File: src/rtl/cpu_pkg.sv
// Shared definitions for the Simple CPU: widths, opcodes, instruction fields,
// FSM states and the debug view of the control core.
package cpu_pkg;

   localparam int ADDR_W_DEF = 8;
   localparam int DATA_W_DEF = 16;

   localparam int OPC_HI = 15;
   localparam int OPC_LO = 12;
   localparam int OPR_HI = 7;
   localparam int OPR_LO = 0;

   localparam logic [3:0] OP_NOP  = 4'h0;
   localparam logic [3:0] OP_LDI  = 4'h1;
   localparam logic [3:0] OP_STA  = 4'h2;
   localparam logic [3:0] OP_ADDI = 4'h3;
   localparam logic [3:0] OP_LDA  = 4'h4;
   localparam logic [3:0] OP_ADDM = 4'h5;
   localparam logic [3:0] OP_JZ   = 4'h6;
   localparam logic [3:0] OP_JMP  = 4'h7;
   localparam logic [3:0] OP_HALT = 4'hF;

   typedef enum logic [1:0] {
      S_FETCH = 2'd0,
      S_EXEC  = 2'd1,
      S_HALT  = 2'd2
   } state_t;

   typedef struct packed {
      state_t                  state;
      logic [DATA_W_DEF-1:0]   ir;
   } dbg_t;

endpackage

File: src/rtl/cpu_if.sv
// RAM port between the control core (master) and the 256x16 program/data RAM.
interface cpu_if import cpu_pkg::*; #(
   parameter int ADDR_W = ADDR_W_DEF,
   parameter int DATA_W = DATA_W_DEF
);
   // No valid/ready: mem_rdata follows mem_addr combinationally in the same
   // cycle, and a cycle with mem_we high commits mem_wdata on the next rising edge.
   logic [ADDR_W-1:0] mem_addr;
   logic              mem_we;
   logic [DATA_W-1:0] mem_wdata;
   logic [DATA_W-1:0] mem_rdata;

   modport master (output mem_addr, mem_we, mem_wdata, input mem_rdata);
   modport slave  (input mem_addr, mem_we, mem_wdata, output mem_rdata);
endinterface

File: src/rtl/cpu_alu.sv
// Combinational accumulator ALU: load and add operations with Z/C flag results.
module cpu_alu import cpu_pkg::*; #(
   parameter int DATA_W = DATA_W_DEF
) (
   input  logic [DATA_W-1:0] acc,
   input  logic [DATA_W-1:0] operand,
   input  logic [3:0]        opc,
   input  logic              z_in,
   input  logic              c_in,
   output logic [DATA_W-1:0] result,
   output logic              z,
   output logic              c,
   output logic              acc_we
);
   logic [DATA_W:0] sum;

   assign sum = {1'b0, acc} + {1'b0, operand};

   // Flags pass through unchanged for opcodes that do not touch them.
   always_comb begin
      result = acc;
      z      = z_in;
      c      = c_in;
      acc_we = 1'b0;
      case (opc)
         OP_LDI, OP_LDA: begin
            result = operand;
            z      = (operand == '0);
            acc_we = 1'b1;
         end
         OP_ADDI, OP_ADDM: begin
            result = sum[DATA_W-1:0];
            z      = (sum[DATA_W-1:0] == '0);
            c      = sum[DATA_W];
            acc_we = 1'b1;
         end
         default: ;
      endcase
   end
endmodule

File: src/rtl/cpu_core.sv
// Two-state (FETCH/EXEC) accumulator control core; sole master of the RAM port.
module cpu_core import cpu_pkg::*; #(
   parameter int ADDR_W = ADDR_W_DEF,
   parameter int DATA_W = DATA_W_DEF
) (
   input  logic              clk,
   input  logic              rst_n,
   input  logic              run,
   cpu_if.master             mem,
   output logic [ADDR_W-1:0] pc_out,
   output logic [DATA_W-1:0] acc_out,
   output logic              zero,
   output logic              carry,
   output logic              halted,
   output dbg_t              dbg
);
   state_t            state, state_nx;
   logic [ADDR_W-1:0] pc;
   logic [DATA_W-1:0] ir, acc;
   logic              zf, cf;
   logic [3:0]        opc;
   logic [7:0]        op8;
   logic              mem_operand;
   logic [DATA_W-1:0] operand;
   logic [DATA_W-1:0] alu_result;
   logic              alu_z, alu_c, alu_acc_we;

   assign opc         = ir[OPC_HI:OPC_LO];
   assign op8         = ir[OPR_HI:OPR_LO];
   assign mem_operand = (opc == OP_LDA) || (opc == OP_ADDM);
   assign operand     = mem_operand ? mem.mem_rdata : DATA_W'(op8);

   cpu_alu #(.DATA_W(DATA_W)) u_alu (
      .acc     (acc),
      .operand (operand),
      .opc     (opc),
      .z_in    (zf),
      .c_in    (cf),
      .result  (alu_result),
      .z       (alu_z),
      .c       (alu_c),
      .acc_we  (alu_acc_we)
   );

   always_ff @(posedge clk or negedge rst_n) begin
      if (!rst_n) state <= S_FETCH;
      else        state <= state_nx;
   end

   // mem_we is decoded from state, so it drops the instant reset forces FETCH.
   always_comb begin
      state_nx      = state;
      mem.mem_addr  = pc;
      mem.mem_we    = 1'b0;
      case (state)
         S_FETCH: if (run) state_nx = S_EXEC;
         S_EXEC: begin
            state_nx = (opc == OP_HALT) ? S_HALT : S_FETCH;
            if (mem_operand || (opc == OP_STA)) mem.mem_addr = ADDR_W'(op8);
            mem.mem_we = (opc == OP_STA);
         end
         default: state_nx = state;
      endcase
   end

   always_ff @(posedge clk or negedge rst_n) begin
      if (!rst_n) begin
         pc  <= '0;
         ir  <= DATA_W'({OP_NOP, 12'h000});
         acc <= '0;
         zf  <= 1'b1;
         cf  <= 1'b0;
      end else begin
         case (state)
            S_FETCH: if (run) begin
               ir <= mem.mem_rdata;
               pc <= pc + ADDR_W'(1);
            end
            S_EXEC: begin
               if (alu_acc_we) acc <= alu_result;
               zf <= alu_z;
               cf <= alu_c;
               // Jump targets replace the increment already applied in FETCH.
               if ((opc == OP_JMP) || ((opc == OP_JZ) && zf)) pc <= ADDR_W'(op8);
            end
            default: ;
         endcase
      end
   end

   assign mem.mem_wdata = acc;
   assign pc_out        = pc;
   assign acc_out       = acc;
   assign zero          = zf;
   assign carry         = cf;
   assign halted        = (state == S_HALT);
   assign dbg.state     = state;
   assign dbg.ir        = DATA_W_DEF'(ir);
endmodule

File: src/flat_wrapper.sv
// flat-port wrapper written by rule: the top's interface ports become plain ports
module cpu_core_flat import cpu_pkg::*;
#(
   parameter int ADDR_W = ADDR_W_DEF,
   parameter int DATA_W = DATA_W_DEF
)
  (clk, rst_n, run, pc_out, acc_out, zero, carry, halted, dbg, mem_mem_addr, mem_mem_we, mem_mem_wdata, mem_mem_rdata);
  cpu_if #(.ADDR_W(ADDR_W), .DATA_W(DATA_W)) mem_i ();
  input  logic clk;
  input  logic rst_n;
  input  logic run;
  output logic [ADDR_W-1:0] pc_out;
  output logic [DATA_W-1:0] acc_out;
  output logic zero;
  output logic carry;
  output logic halted;
  output dbg_t dbg;
  output wire logic [$bits(mem_i.mem_addr)-1:0] mem_mem_addr;
  output wire logic [$bits(mem_i.mem_we)-1:0] mem_mem_we;
  output wire logic [$bits(mem_i.mem_wdata)-1:0] mem_mem_wdata;
  input wire logic [$bits(mem_i.mem_rdata)-1:0] mem_mem_rdata;
  assign mem_mem_addr = mem_i.mem_addr;
  assign mem_mem_we = mem_i.mem_we;
  assign mem_mem_wdata = mem_i.mem_wdata;
  assign mem_i.mem_rdata = mem_mem_rdata;
  cpu_core #(.ADDR_W(ADDR_W), .DATA_W(DATA_W)) u_core (.clk(clk), .rst_n(rst_n), .run(run), .mem(mem_i), .pc_out(pc_out), .acc_out(acc_out), .zero(zero), .carry(carry), .halted(halted), .dbg(dbg));
endmodule
File: config.mk
export PLATFORM = sky130hd
export DESIGN_NAME = cpu_core_flat
export DESIGN_NICKNAME = d
export VERILOG_FILES = /design/src/rtl/cpu_pkg.sv /design/src/rtl/cpu_if.sv /design/src/rtl/cpu_alu.sv /design/src/rtl/cpu_core.sv /design/src/flat_wrapper.sv
export SDC_FILE = /design/constraint.sdc
export NUM_CORES = 1
export LEC_CHECK = 0
export ABC_AREA = 0
export CORE_AREA = 2 2 85 87
export CTS_CLUSTER_SIZE = 20
export DETAILED_ROUTE_END_ITERATION = 6
export DIE_AREA = 0 0 87 89
export PLACE_DENSITY = 0.8
export RECOVER_POWER = 25
export SYNTH_ARGS = -nofsm -noshare
export SYNTH_HDL_FRONTEND = slang
export SYNTH_SLANG_ARGS = --single-unit
File: constraint.sdc
create_clock -name clk -period 3.97 [get_ports clk]
set_input_delay 0.9925 -clock clk [delete_from_list [all_inputs] [get_ports clk]]
set_output_delay 0.9925 -clock clk [all_outputs]
set_load 0.02 [all_outputs]
# Word level (Yosys, flattened, before mapping)
# Index checks and enable logic that the tools add are counted.
# totals
word_cells	51
output_inout_bits	70
ff_bits	44
input_bits	19
# classes
n_mux	13
addsub	2
eq_ne	12
n_reduce_logical	18
# ops
cell	n
zero test 16 bit	2
two-way mux 8 bit	4
case mux 16 bit (2 select lines)	1
adder 16 x 16 -> 17 bit	1
equality test 4 x 3 -> 1 bit (second input constant)	4
two-way mux 16 bit	1
case mux 8 bit (2 select lines)	1
adder 8 x 1 -> 8 bit (second input constant)	1
equality test 4 x 2 -> 1 bit (second input constant)	2
AND reduction 2 bit	4
AND reduction 3 bit	2
equality test 4 x 1 -> 1 bit (second input constant)	1
equality test 4 bit (second input constant)	1
two-way mux 2 bit	2
case mux 2 bit (2 select lines)	1
nonzero test 2 bit	2
OR reduction 2 bit	2
OR reduction 4 bit	1
logical OR 1 bit	3
equality test 2 x 1 -> 1 bit (second input constant)	1
equality test 2 bit (second input constant)	1
zero test 2 bit	1
two-way mux 1 bit	2
!= test 2 x 1 -> 1 bit (second input constant)	1
3 further kinds	3

# Depth between registers and ports, before layout
# depth
ltp_word	6
mapped_depth	14
depth_no_buf	12

# Modules after synthesis
# Synthesis repeated with hierarchy kept, for this count alone.
# unflattened
cells_unflattened	342
hier_area_um2	3400.8
# modules_own_cells
mod	area_each_um2	instances	cells_per_inst	seq_area_each_um2
cpu_core	2289.7	1	189	1102.3
cpu_alu	1111.1	1	153	0.0

# Worst setup path before layout
# Ideal clock, no wire load.
# synth_timing
path_kind	register to register
from	reg u_core.ir[15]
to	reg u_core.zf (netlist: u_core.zero)
path_stages_with_launch	15
arrival_time_ns	3.423
synth_period_minus_slack_ns	3.509
n_path_buf	2
t_required_ns	3.884
path_slack_ns	0.461
setup_ns	0.086
path_cell_list	dfrtp_1 -> buf_2 -> nor3b_2 -> buf_2 -> mux2i_1 -> inv_1 -> ha_1 -> fa_1 -> a21oi_1 -> o211ai_1 -> a31o_1 -> a211o_2 -> o211ai_2 -> nand2_1 -> o31ai_2
# synth_via
elab_chain_cells	6
word_cells_on_any_way	14
cone_classes	1 x add/sub; 4 x eq/ne; 2 x mux; 7 x reduce/logical
# synth_rtl
item	line	text
start: declaration	cpu_core.sv:19	logic [DATA_W-1:0] ir, acc;
start signal: assignment	cpu_core.sv:69	ir <= DATA_W'({OP_NOP, 12'h000});
start signal: assignment	cpu_core.sv:76	ir <= mem.mem_rdata;
equality test 4 x 3 -> 1 bit	cpu_alu.sv:25, cpu_core.sv:30	
logical OR 1 bit	cpu_core.sv:30	assign mem_operand = (opc == OP_LDA) || (opc == OP_ADDM);
two-way mux 16 bit	cpu_core.sv:31	assign operand = mem_operand ? mem.mem_rdata : DATA_W'(op8);
adder 16 x 16 -> 17 bit	cpu_alu.sv:17	assign sum = {1'b0, acc} + {1'b0, operand};
zero test 16 bit	cpu_alu.sv:33	z = (sum[DATA_W-1:0] == '0);
case mux 1 bit (2 select lines)	cpu_alu.sv:25	case (opc)
end signal: assignment	cpu_core.sv:81	zf <= alu_z;
end: declaration	cpu_core.sv:20	logic zf, cf;
# Several ways; a longest one is shown, not always the timed one.
# A chain may end at the register's enable or synchronous reset.

# Final worst setup path
# layout_timing
from	reg u_core.ir[13]
to	reg u_core.acc[13] (netlist: u_core.acc_out[13])
# layout_via
elab_chain_cells	5
word_cells_on_any_way	14
cone_classes	1 x add/sub; 4 x eq/ne; 3 x mux; 6 x reduce/logical
# layout_rtl
item	line	text
equality test 4 x 3 -> 1 bit	cpu_alu.sv:25, cpu_core.sv:30	
logical OR 1 bit	cpu_core.sv:30	
two-way mux 16 bit	cpu_core.sv:31	
adder 16 x 16 -> 17 bit	cpu_alu.sv:17	
case mux 16 bit (2 select lines)	cpu_alu.sv:25	
end signal: assignment	cpu_core.sv:80	if (alu_acc_we) acc <= alu_result;
end: declaration	cpu_core.sv:19	
# Several ways; a longest one is shown, not always the timed one.

==> out/metrics.cfg <==
[placement]
gp_congestion=0.9117
pre_cts_slack_ps=113.4
hpwl_mm=6.265
port_buffers=88
post-place-cells=510

[power_and_ir_drop]
pwr-share-seq_pct=21.7
netSwitchingFraction_pct=48.93
internal_power_mw=2.223
irDropWorstVdd_mv=0.4830
power_frac_clock_pct=6.4
p_comb_share_pct=71.9
p_leak_nw=1.823
powerDensity_nw_per_um2=1031
power_switching_mw=2.130

[clock_network]
numCtsBuffers=5
post_cts_buffers=0
post_cts_resized=0
htree_num_levels=2
cts_root_buffer=clkbuf_8
cts_buffer_depth=2
cts_tree=yes
cts_hold_buf=0
clk_latency_ps=300
clkTransAtPathRegs_ps=90
clkSinkCount=44

[synth]
ys_ff_latch=44
synth_fp_nets=398
synth-edff-count=0
synth_cell_type_count=60
synth-async-reset-ratio_pct=100.0
synth.area.top_cells=dfrtp_1, mux2_2, ha_1
ys.flop_type=dfrtp_1
syn_area_per_cell_um2=9.056
synth_seq_area_share_pct=33.72
synth_top_area_share_pct=32.91
synthesis.instances=361
yosysTopAreaCell=dfrtp_1
synth.cell_area_um2=3269
yosysWarnings=0

[setup_path]
cp_slowest_cell=nor3b_2
crit_required_ps=4180
arrival_ps=3820
path_max_fanout=6
startpoint_type=flip-flop
crit_path_end_kind=flip-flop
cp_num_buf_inv=2
critical_path.cell_chain=nor3b_2 -> buf_4 -> mux2i_1 -> inv_1 -> ha_1 -> a211oi_1 -> o21ai_2 -> a311oi_4 -> a21oi_1 -> xor2_1 -> nand2_1 -> a31oi_1
worst-setup-path-type=reg2reg
cp_slowest_stage_delay_ps=490
crit_family=compound AO/OA/AOI/OAI gates
rrSetupSlack_ps=360

[drt]
viasPerCell=5.768
drt_pre_antenna_iters=5
drt_iter0_drc=172
drc=0
postRouteAntennaNets=0
wl_mm=8.225
vias=2982
wl_per_cell_um=15.91

[cells_and_area]
instances_no_fill=517
post_route_cells_drive_above_1_share_pct=13.04
fin_nets=474
diodes=0
area_growth_pct=29.20

[grt]
antenna_found_initial=0
grt_max_degree=45
grt_pass1_wl_mm=13.33
gr-total-overflow=0
grt_pass1_vias=2771
gr-usage-all-layers_pct=21.66

[timing]
slew_headroom_pct=-58.33
setup-violations-final=0
fin_tns_setup_ps=0
finalHoldViolations=0
worst_slack_ps=360.1
fin_crit_sh_pct=90.93
fmax_mhz=277.0
drv_slew=45
rsz0062_at_grt=no
min_period_ps=3610
finalClockSkew_ps=8.096
worst_pin_slew_ps=2375

[floorplan]
fp-row-count=30
fp.dieH_um=89
die_area_um2=7743
fp.dieW_um=87
core_um2=6719
start_util_pct=48.66
ioPinCount=89

[hold_path]
hold_class=reg2reg

[flow_run]
drv_cap=1

[outcome]
status=finished, violations left
violations=capacitance limit, slew limit

layout make-up:
class / instances / area, um2
repair buffers: 96 / 934.6
fillers: 538 / 2495
clock buffers: 5 / 68.82
inverters: 14 / 52.55
clock inverters: 2 / 12.51
multi-input cells: 276 / 1953
flip-flops and latches: 44 / 1102
well taps: 80 / 100.1
routing by layer:
layer,routed length (um),vias up,GRT usage (%)
met5,0,-,0
met4,177,0,7.813
met3,438,16,2.493
met2,3924,109,34.91
met1,3684,1418,30.21
li1,-,1439,-
per-stage QoR:
stage	total power, mW	instance area (um2)	util (%)	hold WS (ps)
floorplan	3.019	3269	-	620.7
global placement	3.989	4144	61.68	488.7
detailed placement	4.051	4144	61.68	498.0
CTS	4.345	4225	62.89	520.8
global route	4.685	4224	62.87	538.4
finish	4.353	4224	62.87	513.3
state kept, by name, indices dropped and copies added (netlist names):
signal	cells
u_core.acc_out	16
u_core.ir	16
u_core.pc_out	8
u_core.state	2
u_core.carry	1
u_core.zero	1
layout by cell type (no fill, tap or decap), types with 9 or more instances in the layout:
master	Yosys	routed
a21oi_1	27	27
clkdlybuf4s50_1	0	87
dfrtp_1	43	43
ha_1	17	17
inv_1	13	13
mux2_2	24	24
nand2_1	49	49
nand3_1	9	9
nor2_1	21	21
o21ai_0	19	19
xnor2_1	10	10
kinds of logic (layout without fill, tap and decap cells):
| kind of cell | after synthesis | count (layout) | share of synthesized area [%] |
|---|---|---|---|
| mux | 32 | 32 | 10.72 |
| buf+inv | 41 | 117 | 6.697 |
| flops | 44 | 44 | 33.72 |
| fa+ha+maj | 18 | 18 | 7.118 |
| simple gates | 121 | 121 | 18.64 |
| xor+xnor | 13 | 13 | 3.483 |
| compound gates | 92 | 92 | 19.63 |
cells in the mapped netlist (2+ instances only):
cell type / instances
nor3_1: 3
nand4_1: 5
dfrtp_1: 43
nand3b_1: 2
xnor2_1: 10
buf_2: 4
mux2i_1: 8
or3_1: 3
xor2_1: 3
mux2_2: 24
nand2_1: 49
a21oi_1: 27
and2_1: 8
a31oi_1: 7
o211ai_1: 7
o21bai_1: 2
nor2_1: 21
clkbuf_1: 6
and3_1: 5
o21a_1: 3
ha_1: 17
inv_1: 13
o22ai_1: 2
a21o_1: 5
nor2b_1: 3
o21ai_2: 2
buf_4: 16
a22oi_1: 2
nor4_1: 4
o21ai_0: 19
nand3_1: 9
power by group through the flow:
stage | sequential (mW) | clock (mW) | combinational [mW]
3_5_place_dp | 0.953 | 0 | 3.10
3_3_place_gp | 0.947 | 0 | 3.04
6_report | 0.945 | 0.278 | 3.13
5_1_grt | 0.992 | 0.299 | 3.39
2_1_floorplan | 1.16 | 0 | 1.86
4_1_cts | 0.947 | 0.282 | 3.12
worst paths after layout:
path	to	from	cells after the start
min reg2reg	u_core.ir[9]	u_core.ir[9]	1
max in group asynchronous	u_core.acc_out[13]	rst_n	1
max	u_core.acc_out[13]	u_core.ir[13]	12
min	u_core.ir[9]	u_core.ir[9]	1
max reg2reg	u_core.acc_out[13]	u_core.ir[13]	12
min in group asynchronous	u_core.pc_out[3]	rst_n	1
Note: power is estimated with default switching activity, not from simulation.
